### src/rtl/alu_request_scheduler.sv
// Shares one combinational ALU among four requesters: round-robin grant, registered operands, tagged response.
// Build option: define ALU_SCHED_FIXED_PRIO_EN for fixed priority (lowest index wins) instead of round-robin.
module alu_request_scheduler (
  input  logic        clk,
  input  logic        rst_n,
  input  logic [3:0]  req_valid,
  input  logic [11:0] req_a,
  input  logic [11:0] req_b,
  input  logic [7:0]  req_sel,
  output logic [3:0]  req_ready,
  output logic [2:0]  alu_a,
  output logic [2:0]  alu_b,
  output logic [1:0]  alu_sel,
  input  logic [5:0]  alu_result,
  output logic        rsp_valid,
  input  logic        rsp_ready,
  output logic [1:0]  rsp_id,
  output logic [5:0]  rsp_result,
  output logic        busy
);

  typedef enum logic [1:0] {IDLE, EXEC, DONE} state_t;

  state_t     state;
  logic [1:0] cur_id;
  logic [1:0] winner;
  logic       any_valid;
  logic       grant_en;
  logic       accept;

`ifdef ALU_SCHED_FIXED_PRIO_EN
  always_comb begin
    winner = 2'd0;
    for (int i = 3; i >= 0; i--) begin
      if (req_valid[i]) winner = 2'(i);
    end
  end
`else
  logic [1:0] last_id;
  logic [1:0] idx;
  logic       found;

  // Search starts just after the previous winner and wraps 3 -> 0.
  always_comb begin
    winner = 2'd0;
    idx    = 2'd0;
    found  = 1'b0;
    for (int k = 1; k <= 4; k++) begin
      idx = last_id + 2'(k);
      if (!found && req_valid[idx]) begin
        winner = idx;
        found  = 1'b1;
      end
    end
  end
`endif

  assign any_valid = |req_valid;
  // A new grant is possible in IDLE, or in DONE when the response retires this edge.
  assign grant_en  = (state == IDLE) || ((state == DONE) && rsp_ready);
  assign accept    = grant_en && any_valid;
  assign req_ready = accept ? (4'b0001 << winner) : 4'b0000;
  assign busy      = (state != IDLE);

  always_ff @(posedge clk or negedge rst_n) begin
    if (!rst_n) begin
      state      <= IDLE;
      cur_id     <= 2'd0;
      alu_a      <= 3'd0;
      alu_b      <= 3'd0;
      alu_sel    <= 2'd0;
      rsp_valid  <= 1'b0;
      rsp_id     <= 2'd0;
      rsp_result <= 6'd0;
`ifndef ALU_SCHED_FIXED_PRIO_EN
      last_id    <= 2'd3;
`endif
    end else begin
      if (accept) begin
        alu_a   <= req_a[3*winner +: 3];
        alu_b   <= req_b[3*winner +: 3];
        alu_sel <= req_sel[2*winner +: 2];
        cur_id  <= winner;
`ifndef ALU_SCHED_FIXED_PRIO_EN
        last_id <= winner;
`endif
      end
      case (state)
        IDLE: begin
          if (accept) state <= EXEC;
        end
        EXEC: begin
          rsp_result <= alu_result;
          rsp_id     <= cur_id;
          rsp_valid  <= 1'b1;
          state      <= DONE;
        end
        DONE: begin
          if (rsp_ready) begin
            rsp_valid <= 1'b0;
            state     <= accept ? EXEC : IDLE;
          end
        end
        default: state <= IDLE;
      endcase
    end
  end

endmodule

### config.mk
export PLATFORM = sky130hd
export DESIGN_NAME = alu_request_scheduler
export DESIGN_NICKNAME = d
export VERILOG_FILES = /design/src/rtl/alu_request_scheduler.sv
export SDC_FILE = /design/constraint.sdc
export NUM_CORES = 1
export LEC_CHECK = 0
export CORE_MARGIN = 2
export CORE_UTILIZATION = 35
export DETAILED_ROUTE_END_ITERATION = 8
export PLACE_DENSITY = 0.73
export SYNTH_ARGS = -nofsm -noshare
export SYNTH_HDL_FRONTEND = slang
export SYNTH_SLANG_ARGS = --single-unit
### constraint.sdc
create_clock -name clk -period 1.5 [get_ports clk]
set_clock_uncertainty 0.05 [all_clocks]
set_input_delay 0.15 -clock clk [delete_from_list [all_inputs] [get_ports clk]]
set_output_delay 0.15 -clock clk [all_outputs]
set_load 0.03 [all_outputs]
# Word-level counts from Yosys, hierarchy flattened
# Index checks and enable logic that the tools add are counted.
# classes
eq_ne	4
shifts	4
n_reduce_logical	15
n_addsub	3
n_mux	22
order_cmp	4
mul	1
# ops
operator	n
$shiftx A12 B5 Y3	2
$lt A2 B3 Y1 const B	4
$mux W2	6
$mux W1	9
$bmux W1 S2	4
$shiftx A8 B4 Y2	1
$pmux W2 S3	1
$logic_and A1 B1 Y1	5
$add A2 B2 Y2 const B	2
$mul A2 B2 Y4 const A	1
$mux W4	1
$ne A2 B2 Y1 const B	2
$reduce_and A2 Y1	2
$reduce_bool A2 Y1	2
$reduce_or A4 Y1	1
$shl A1 B2 Y4 const A	1
$logic_not A1 Y1	3
$add A2 B1 Y2 const B	1
$eq A2 B1 Y1 const B	1
$eq A2 B2 Y1 const B	1
$logic_not A2 Y1	1
$pmux W1 S2	1
$logic_or A1 B1 Y1	1
# word_totals
ff_bits	23
wordCells	62
output_inout_bits	22
in_bits	45

# Logic depth before layout (Yosys ltp)
# depth
ltp_word	15
depth_mapped	7
mapped_depth_nobuf	6

# Worst setup path after synthesis
# OpenSTA, ideal clock, no wires.
# synth_path
path_kind	register to output
start	reg last_id[1]
end	out req_ready[1]
slack_ns	-0.350
path_buffers	1
arrival_ns	1.650
path_stages_with_launch	6
required_ns	1.300
path_cell_list	dfstp_2 nand2b_1 a21oi_1 o221ai_2 buf_2 nor2b_1
# synth_via
elab_chain_cells	15
word_cells_on_any_way	26
cone_classes	3 x add/sub; 1 x shift; 16 x mux; 6 x reduce/logical
# synth_rtl
element	line_no	text
start: declaration	39	logic [1:0] last_id;
start signal: assignment	85	last_id <= winner;
$add A2 B1 Y2	49	idx = last_id + 2'(k);
$bmux W1 S2	50	if (!found && req_valid[idx]) begin
$mux W1 (implied by the code)	50	
$mux W1	50	
$logic_not A1 Y1	50	
$logic_and A1 B1 Y1	50	
$mux W1	50	
$logic_not A1 Y1	50	
$logic_and A1 B1 Y1	50	
$mux W1	50	
$logic_not A1 Y1	50	
$logic_and A1 B1 Y1	50	
$mux W2 *	50	
$shl A1 B2 Y4 *	62	assign req_ready = accept ? (4'b0001 << winner) : 4'b0000;
$mux W4 *	62	
end: declaration	10	output logic [3:0] req_ready,
# Mark *: on every way between the ends. The rest lies on a longest branch, timed or not. The select of a mux whose other input is x is not followed.

# Worst setup path in the final report
# Ends and elaborated chain as after synthesis.

==> results.md <==
- The number of antenna diodes in the final layout is 0.
- Measured along the y axis, the die boundary spans 66.3 um.
- The sequential-to-total area share from yosys stat is 42.5%.
- The clock buffer count from CTS is 3.
- The clock passes through at most 2 buffers.
- The number of hold buffers added after CTS is 0.
- The number of global-route vias before repair is 1300.
- CTS built an H-tree with a depth of 1.
- The sequential cell fraction of total power is 23.7%.
- The count of distinct cell types in the synthesized netlist is 27.
- Net switching is 42.8% of the power.
- Counting tap cells, the placed design contains a total of 246 instances.
- The die extent in x is 66.3 um.
- The class of the tightest hold or removal check is in -> async.
- The largest net degree at the start of global routing is 24.
- The number of warnings printed during yosys synthesis is 0.
- The maximum resistive drop on vdd is 0.00122 V.
- Setup repair after global routing could not meet its margin everywhere.
- The cell type contributing the most total cell area after synthesis is dfrtp_1.
- The initial antenna violation count is 0.
- The cell family with the largest share of critical-path delay is flip-flops.
- The count of pins on the block boundary is 67.
- Setup violations remaining at the end of the flow were counted as 16.
- The number of design-rule violations left by the first detailed-router iteration is 37.
- The clock insertion delay at the later pin of the skew report is 260 ps.
- For the finished layout, the period the worst path requires is 1950 ps.
- The start-to-end type of the worst setup path is reg -> out.
- The most numerous cell type found on the critical path is buf_6.
- The per-cell routed wire length is 15.2 um.
- For this block, the via count after detailed routing is 1293.
- The number of nets in the synthesized netlist is 169.
- The worst setup path is captured at an output port.
- The arrival time of the worst setup path is 1750 ps.
- The flow ran to the end, but the final reports show violations.
- The floorplan step defined a die boundary enclosing 0.00440 mm^2.
- TritonCTS built the clock tree.
- For this configuration, the core starts out at a cell density of 36.8%.
- The total number of nets in the final design is 256.
- CTS saw 23 sinks.
- The final weighted congestion in routability-driven placement is 0.784.
- The share of total power dissipated in the clock network is 7.9%.
- Summed over its instances, the top area cell type makes up 38.7% of the synthesized netlist area.
- The clock root buffer is clkbuf_8.
- The final reports fail on setup timing.
- The global router's overall resource usage is 18.2%.
- The core area is 0.00369 mm^2.
- The total of max-cap violations is 0.
- The final number of hold-violating endpoints is 0.
- The remaining number of nets flagged by the antenna check after routing is 0.
- The area growth from synthesis to layout is 76.7%.
- The cell count after synthesis is 124.
- The kind of launch point of the worst setup path is a flip-flop.
- In the final layout, the multi-input gates occupy 822 um^2.
- The design draws 4.83 mW.
- Detailed placement ended at an HPWL of 2.76 mm.
- At the pin with the least slew margin, the transition time is 321 ps.
- The final global-route overflow total is 0.
- On the critical path, the stage with the largest delay is an instance of dfstp_2.
- Headroom to the max-slew limit came out at 78.6%.
- For this run, the slowest stage of the critical path takes 610 ps.
- The worst-path maximum fanout is 7.
- The register bit count reported by yosys is 23.
- The number of input and output port buffers inserted is 66.
- In this run the power density over the cells is 2010 mW/mm^2.
- Summing every instance area after synthesis gives 0.00136 mm^2.
- Averaged over all synthesized cells, the footprint is 11.0 um^2.
- The leakage dissipation is 1.10 nW.
- Walking the worst path, the cells encountered are a21o_1 > a31oi_4 > nand2b_1 > buf_6 > nor2b_4 > buf_6.
- The required arrival time at the worst endpoint is 1300 ps.
- The number of inserted filler cells in the final layout is 292.
- Yosys attributes the largest share of cell area to dfrtp_1 39%, mux2_2 7.5%, o211ai_2 7.4%.
- Internal power comes to 2.76 mW.
- Of the cells placed in the final design, the portion with a size suffix greater than 1 is 35.7%.
- The analysis attributes to net switching a power of 2.07 mW.
- The final core utilization is 65.1%.
- The number of non-filler instances in the completed layout is 258.
- Dividing the final minimum period by the clock period gives 130%.
- In the routed design, unresolved DRC markers number 0.
- The part of the power in combinational logic is 68.4%.
- The number of detailed-routing iterations run before antenna repair is 4.
- The total wire length is 3.93 mm.
- The floorplan has 22 rows.
- Counting both buffers and inverters, the worst setup path holds a total of 2.
- The number of slew-limit violations in the final report is 0.
- The register cell area after layout is 578 um^2.
- Setup slack on the critical path of the routed design comes to -449 ps.
- After clock tree synthesis, the clock-pin slew on the worst setup and hold paths is 80 ps.
- Dividing the detail-routed via count by the number of cells gives 5.01.
- The first global-routing pass estimated 6.18 mm of wire.
- Static timing analysis puts the maximum clock frequency at 0.513 GHz.
-- cell families after synthesis --
kind of cell	count (synthesis)	synth area share, %
mux	25	21.5
buf+inv	10	5.16
compound gates	15	12.2
flops	23	42.5
simple gates	51	18.5
-- power by group through the flow --
stage	sequential [mW]	combinational [mW]	clock, mW
2_1_floorplan	1.60	1.52	0
5_1_grt	1.20	3.50	0.429
6_report	1.15	3.30	0.383
4_1_cts	1.15	3.26	0.397
3_3_place_gp	1.14	2.88	0
3_5_place_dp	1.16	2.95	0
-- registers in the layout (all words and copies together) (netlist names) --
register,count
last_id,2
state,2
rsp_result,6
rsp_valid,1
alu_b,3
alu_sel,2
cur_id,2
rsp_id,2
alu_a,3
-- per-layer routing --
layer  GRT usage (%)  wire, um  vias to the layer above
met5               0         0                        -
met4            3.06        40                        0
met3            2.90       143                        7
met2            31.9      2080                       30
met1            23.8      1660                      645
li1                -         -                      611
-- layout by cell type (no fill, tap or decap), types with 2 or more instances in the layout --
| cell | n |
|---|---|
| dlymetal6s2s_1 | 4 |
| nor2_1 | 5 |
| buf_4 | 17 |
| o211ai_2 | 8 |
| mux2_2 | 8 |
| dfstp_2 | 2 |
| dlygate4sd2_1 | 15 |
| nor2b_4 | 2 |
| buf_6 | 9 |
| mux2_4 | 7 |
| clkdlybuf4s50_1 | 42 |
| nand2b_4 | 2 |
| mux2i_2 | 3 |
| dfrtp_1 | 21 |
| mux2i_1 | 6 |
| nand2b_1 | 3 |
| nand3_1 | 16 |
| a21oi_1 | 2 |
| nor2_4 | 3 |
| clkbuf_8 | 3 |
| nand2_1 | 13 |
| nor2b_1 | 2 |
-- repair_timing --
action	in CTS	in global routing
resized for setup	47	8
setup buffers	5	1
cloned	2	0
endpoints found under the setup margin	30	20
pin swaps	3	4
-- final cells by class --
type                       instances  area share [%]
timing repair buffer              90            37.0
multi-input combinational         91            34.2
sequential                        23            24.1
tap                               48            2.50
clock buffer                       4            1.88
inverter                           2           0.313
-- final timing paths --
path	start	endpoint	slack, ps	depth (start not counted)
setup / recovery	last_id[1]	req_ready[1]	-450	6
hold / removal	rst_n	rsp_valid	190	2
setup reg to reg	last_id[1]	alu_sel[0]	-380	8
hold reg to reg	cur_id[1]	cur_id[1]	420	2
max in group asynchronous	rst_n	last_id[1]	910	2
min in group clk	cur_id[1]	cur_id[1]	420	2
-- Yosys cell counts, drive strengths merged --
library cell  number
dfstp              2
or2                1
mux2              16
buf                7
mux2i              9
nor2               8
inv                2
nor2b              4
a31oi              1
o211ai             8
a21o               1
nand2b             5
o221ai             1
nand2             14
a21oi              3
nand3b             2
clkbuf             1
nand3             16
o21bai             1
dfrtp             21
or4                1
-- through the flow --
step / setup WS [ps] / cell area (um^2) / TNS (ps) / hold slack (ps)
after CTS: -461 / 2360 / -4730 / 198
after floorplan: -137 / 1410 / -1430 / -196
after detailed placement: -766 / 2170 / -8340 / 408
after global placement: -729 / 2170 / -7760 / 407
final: -449 / 2400 / -4910 / 192
after global routing: -528 / 2400 / -6290 / 202
(Power assumes the default switching activity.)
